--- config.mk ---
export PLATFORM = sky130hd
export DESIGN_NAME = intlv_addr_ctr
export DESIGN_NICKNAME = d
export VERILOG_FILES = /design/src/rtl/intlv_pkg.sv /design/src/rtl/qpp_mod_add.sv /design/src/rtl/intlv_addr_ctr.sv
export SDC_FILE = /design/constraint.sdc
export NUM_CORES = 1
export LEC_CHECK = 0
export ABC_AREA = 1
export BUFFER_PORTS_ARGS = -buffer_cell sky130_fd_sc_hd__buf_2
export CAP_MARGIN = 20
export CORE_MARGIN = 2
export CORE_UTILIZATION = 39
export DETAILED_ROUTE_END_ITERATION = 12
export GPL_ROUTABILITY_DRIVEN = 0
export PLACE_DENSITY = 0.62
export REMOVE_ABC_BUFFERS = 1
export SLEW_MARGIN = 30
export SYNTH_ARGS = -nofsm -noshare
export SYNTH_HDL_FRONTEND = slang
export SYNTH_SLANG_ARGS = --single-unit
--- constraint.sdc ---
create_clock -name clk -period 3.7 [get_ports clk]
set_clock_uncertainty 0.2 [all_clocks]
set_input_delay 0.925 -clock clk [delete_from_list [all_inputs] [get_ports clk]]
set_output_delay 0.925 -clock clk [all_outputs]
set_load 0.01 [all_outputs]
--- src/rtl/intlv_pkg.sv ---
// ============================================================================
//  Package     : intlv_pkg
//  Description : Shared constants and types for the turbo-interleaver address
//                counter: address width, the two block lengths with their QPP
//                coefficients, the initial QPP increments and the per-step
//                increment deltas.
//  Revision    : 1.0 - initial release
// ============================================================================
`default_nettype none

package intlv_pkg;

  localparam int AW = 13;

  typedef logic [AW-1:0] addr_t;

  // Address mode latched on restart
  typedef enum logic {
    MODE_LIN = 1'b0,
    MODE_QPP = 1'b1
  } mode_e;

  localparam addr_t K0   = addr_t'(1056);
  localparam addr_t F1_0 = addr_t'(17);
  localparam addr_t F2_0 = addr_t'(66);
  localparam addr_t K1   = addr_t'(6144);
  localparam addr_t F1_1 = addr_t'(263);
  localparam addr_t F2_1 = addr_t'(480);

  // pi(1)-pi(0) = F1+F2 is the first increment; each step the increment
  // itself grows by 2*F2. All values are already reduced below K.
  localparam addr_t G0_0 = addr_t'(F1_0 + F2_0);
  localparam addr_t G0_1 = addr_t'(F1_1 + F2_1);
  localparam addr_t D0   = addr_t'(2 * F2_0);
  localparam addr_t D1   = addr_t'(2 * F2_1);

endpackage

`default_nettype wire

--- src/rtl/qpp_mod_add.sv ---
// ============================================================================
//  Module      : qpp_mod_add
//  Description : Combinational modular adder, o_sum = (i_a + i_b) mod i_k,
//                valid when i_a < i_k and i_b < i_k (one conditional subtract).
//  Ports       : i_a, i_b  - addends (W bits, each < i_k)
//                i_k       - modulus (W bits)
//                o_sum     - reduced sum (W bits)
//  Revision    : 1.0 - initial release
// ============================================================================
`default_nettype none

module qpp_mod_add #(
  parameter int W = 13
) (
  input  logic [W-1:0] i_a,
  input  logic [W-1:0] i_b,
  input  logic [W-1:0] i_k,
  output logic [W-1:0] o_sum
);

  logic [W:0]   w_sum;
  logic [W-1:0] w_diff;

  assign w_sum  = {1'b0, i_a} + {1'b0, i_b};
  // The reduced result always fits in W bits, so the subtraction can be
  // done at W bits and simply wrap.
  assign w_diff = w_sum[W-1:0] - i_k;
  assign o_sum  = (w_sum >= {1'b0, i_k}) ? w_diff : w_sum[W-1:0];

endmodule

`default_nettype wire

--- src/rtl/intlv_addr_ctr.sv ---
// ============================================================================
//  Module      : intlv_addr_ctr
//  Description : Address generator for one ping-pong RAM of the turbo
//                interleaver. Mode 0 emits linear addresses 0..K-1, mode 1
//                emits QPP addresses pi(i) = (F1*i + F2*i^2) mod K computed
//                recursively with two modular adds per step.
//  Ports       : clk         - clock, posedge
//                reset       - synchronous active-high reset
//                ctr_re      - restart; latches block_size and ctr_blk
//                ctr_en      - advance one address
//                ctr_blk     - 0 = linear, 1 = QPP
//                block_size  - 0 = K0, 1 = K1
//                addr        - current RAM address
//                count       - current index i
//                ctr_finish  - high while count == K-1
//  Config      : INTLV_ADDR_REG_EN - adds one register stage on addr and
//                ctr_finish (count is not delayed)
//  Revision    : 1.0 - initial release
// ============================================================================
`default_nettype none

module intlv_addr_ctr
  import intlv_pkg::*;
(
  input  logic          clk,
  input  logic          reset,
  input  logic          ctr_re,
  input  logic          ctr_en,
  input  logic          ctr_blk,
  input  logic          block_size,
  output logic [AW-1:0] addr,
  output logic [AW-1:0] count,
  output logic          ctr_finish
);

  addr_t r_cnt;
  addr_t r_adr;
  addr_t r_g;
  logic  r_ksel;
  mode_e r_mode;

  addr_t w_k;
  addr_t w_g0;
  addr_t w_d;
  addr_t w_adr_nxt;
  addr_t w_g_nxt;
  addr_t w_cnt_inc;
  logic  w_last;

  // Block constants follow the latched selection, not the live input
  assign w_k       = r_ksel ? K1 : K0;
  assign w_g0      = r_ksel ? G0_1 : G0_0;
  assign w_d       = r_ksel ? D1 : D0;
  assign w_cnt_inc = r_cnt + 1'b1;
  assign w_last    = (r_cnt == (w_k - 1'b1));

  qpp_mod_add #(.W(AW)) u_add_adr (
    .i_a   (r_adr),
    .i_b   (r_g),
    .i_k   (w_k),
    .o_sum (w_adr_nxt)
  );

  qpp_mod_add #(.W(AW)) u_add_g (
    .i_a   (r_g),
    .i_b   (w_d),
    .i_k   (w_k),
    .o_sum (w_g_nxt)
  );

  always_ff @(posedge clk) begin
    if (reset) begin
      r_cnt  <= '0;
      r_adr  <= '0;
      r_g    <= G0_0;
      r_ksel <= 1'b0;
      r_mode <= MODE_LIN;
    end else if (ctr_re) begin
      r_cnt  <= '0;
      r_adr  <= '0;
      r_g    <= block_size ? G0_1 : G0_0;
      r_ksel <= block_size;
      r_mode <= mode_e'(ctr_blk);
    end else if (ctr_en) begin
      if (w_last) begin
        // Roll straight into the next block with no idle cycle
        r_cnt <= '0;
        r_adr <= '0;
        r_g   <= w_g0;
      end else begin
        r_cnt <= w_cnt_inc;
        if (r_mode == MODE_QPP) begin
          r_adr <= w_adr_nxt;
          r_g   <= w_g_nxt;
        end else begin
          r_adr <= w_cnt_inc;
        end
      end
    end
  end

  assign count = r_cnt;

`ifdef INTLV_ADDR_REG_EN
  addr_t r_addr_q;
  logic  r_fin_q;

  always_ff @(posedge clk) begin
    if (reset || ctr_re) begin
      r_addr_q <= '0;
      r_fin_q  <= 1'b0;
    end else begin
      r_addr_q <= r_adr;
      r_fin_q  <= w_last;
    end
  end

  assign addr       = r_addr_q;
  assign ctr_finish = r_fin_q;
`else
  assign addr       = r_adr;
  assign ctr_finish = w_last;
`endif

endmodule

`default_nettype wire

==> metrics <==
run status=complete, no violations; post-synthesis mux area share=0%; max frequency=roughly 280 MHz; largest family of logic cells by synthesized area=simple AND/OR/NAND/NOR gates; H-tree level count=2; leakage=between 2 and 2.5 nW; ys async rst share=0%; Ports=33; Avg Cell Area, Syn=roughly 6.2 um^2; Die W=approximately 99 um; Post-synth EDFFs=0; WP data required=between 3000 and 4000 ps; Mapped Cells=roughly 570; Main synth FF type=dfxtp_1; switching share of power=roughly 38%; synth unique cells=37; Routed Antenna Nets=0; CP top delay family=simple AND/OR/NAND/NOR gates; Sink Count=40; RSZ-0062 raised after global routing=true; number of diodes=0; Non-Filler Instances=approximately 730; met2 Use GR=between 30 and 40%; Max FO, Critical Path=5; DP HPWL=between 7 and 8 mm; GRT busiest layer=met2; P&R area growth vs syn=22.01%; Synth Area in Adders=10.83%; Simple-Gate Fraction of Synth Area=34.82%; Synth top area share=between 20% and 30%; total power draw=between 1 and 1.5 mW; Max Cap Viol=0; Final Hold Viols=0; most frequent cell after synthesis=nand2_1; Die Footprint=9844 um^2; Core Rows=34; largest net degree at the start of global routing=25; CP Launch Type=flip-flop; register share of total power=a little over a third; Die Y=slightly below 100 um; power per cell area=314.9 nW/um^2; Placeable Area=roughly 8800 um^2; Clock Latency Late Sink=310 ps; IO buf count=32; register area share after synthesis=about 23%; via count=between 3k and 4k; period utilization=96.17%; CP dominant cell by count=nand3_1; vias per inst=a little over 5; Final #Nets=660; global-route track usage on met3=around 2.9%; xor/xnor share of the synthesized area=under 10%; slowest cell on the critical path=ha_2; Max Buffers Root-to-Sink=2; cts hold-fix bufs=0; Pre-antenna DRT Iters=4; fraction of layout cells with a size suffix above 1=~20%; final setup fails=0; total global routing overflow=0; Comb pwr share=36.9%; Slew headroom=43.86%; R2R setup slack=roughly 140 ps; crit-path cells=ha_2 -> nand2_1 -> nor2_1 -> nand3_1 -> nand3_1 -> nand3_1 -> nand2_1 -> xor2_2 -> ha_4 -> a21oi_1 -> nor2_1 -> nor2_1 -> nand3_1 -> nor2_4 -> buf_4 -> nand3_1 -> nand2_1 -> nand2_1 -> nand2_2 -> a21oi_2; Arr. time, crit path=roughly 3500 ps; drt drc=0; GRT Overall Usage=roughly a fifth; clock-pin slew on the worst setup and hold paths=~90 ps; antenna violations before repair=0; maximum VDD drop=between 0.0002 and 0.00025 V; Fin Hold WS=between 200 and 300 ps; global-route wire length before repair=approximately 17 mm; vias in the first global route=between 3k and 4k; root buffer cell=clkbuf_8; critical path's largest stage delay=390 ps; min-delay src=count[12]; Yosys warnings=0; reg2reg start=r_g[7]; CP Buf/Inv Count=1; Routed WL per cell=about 14 um; total wire length=10.17 mm; Hold Path Class=reg -> reg; fin crit period=roughly 3600 ps; #FFs+latches synth=40; Initial DRC Count=160; Psw=slightly above 500 uW; Clock Power Share=about 28%; Power Internal=847.7 uW; worst-margin pin slew=approximately 840 ps; Commonest cells post-synth=nand2_1 (152), inv_1 (79), nand3_1 (53); number of instances in the placed design=713; routing usage on met1=between 20 and 30%; CTS tree=yes; Starting Density=around two fifths; synthesized area=approximately 3500 um^2; CTS Buf Count=5; CP endpoint kind=flip-flop; critical path class=reg -> reg; CP startpoint=r_g[7]; Yosys top cell by area=dfxtp_1; Slew Limit Fails=0; ranking of synthesized cells by area=dfxtp_1 (23%), nand2_1 (16%), ha_1 (10%); post-synthesis compound-gate area fraction=between 10% and 20%
[metrics by stage]
step	cell area (um^2)	utilization [%]	setup WS [ps]	TNS, ps
4_1_cts	4010	45.76	44.17	0
5_1_grt	4314	49.23	-131.4	-808.2
6_report	4314	49.23	141.8	0
2_1_floorplan	3495	-	293.7	0
3_3_place_gp	3895	44.45	144.8	0
3_5_place_dp	3895	44.45	83.10	0
[tightest hold or removal path, cell delays in order, from the launching register on]
cell and delay, ps:
dfxtp_1 330, nand2_1 60, a21oi_1 60
[power by group through the flow]
stage	combinational (mW)	sequential (mW)	clock [mW]
after floorplan	0.320	0.477	0
after global placement	0.430	0.480	0
after detailed placement	0.433	0.481	0
after CTS	0.435	0.470	0.391
after global routing	0.567	0.475	0.407
final	0.502	0.472	0.384
[kinds of logic (layout without fill, tap and decap cells)]
| family | after synthesis | count (layout) |
|---|---|---|
| compound gates | 95 | 95 |
| xor+xnor | 26 | 26 |
| fa+ha+maj | 30 | 30 |
| buf+inv | 93 | 149 |
| simple gates | 284 | 285 |
| flops | 40 | 40 |
[sequential cells by signal, indices dropped and copies added (netlist names)]
signal	flops
count	13
r_mode	1
addr	13
r_ksel	1
r_g	12
[cell type report]
type / instances / area [um^2]
multi-input cells: 436 / 2579
fillers: 923 / 4449
clock buffers: 5 / 68.82
inverters: 84 / 315.3
clock inverters: 3 / 46.29
flip-flops and latches: 40 / 810.8
repair buffers: 57 / 359.1
well taps: 108 / 135.1
[routing by layer]
layer  part of all wire, %  wire (um)
met5                     0          0
met4                   2.4        247
met3                   3.7        374
met2                    45       4605
met1                    49       4943
[worst paths after layout]
kind         cells past startpoint   endpoint
max                             20    addr[7]
min                              2  count[12]
max reg2reg                     20    addr[7]
min reg2reg                      2  count[12]
[cell usage in the layout (no fill, tap or decap), types with 2 or more instances in the layout]
cell      count
o21ai_1      10
xor2_1       19
nor2_4        2
o31ai_1       2
buf_4        22
o21a_1        2
clkbuf_8      5
o211ai_1      6
a21oi_1      45
clkinv_1      3
or2_2         2
dfxtp_1      36
ha_2          3
nand3_1      49
inv_2         4
nand2_2       5
ha_1         19
a21oi_2       7
nand4_1       7
nor3_2        2
dfxtp_4       2
o21ai_0      17
ha_4          7
nor2_1       42
dfxtp_2       2
inv_1        77
nand3_2       7
nor2_2        5
buf_2        32
nand3b_1      2
xor2_2        3
nand2_1     148
nor3_1       10
xnor2_1       4
buf_6         3
[timing repair]
action / in CTS / in global routing
setup buffers: 0 / 11
endpoints found under the setup margin: 0 / 16
gates resized for setup: 0 / 48
endpoints found under the hold margin: 0 / 0
Note: power is estimated with default switching activity, not from simulation.
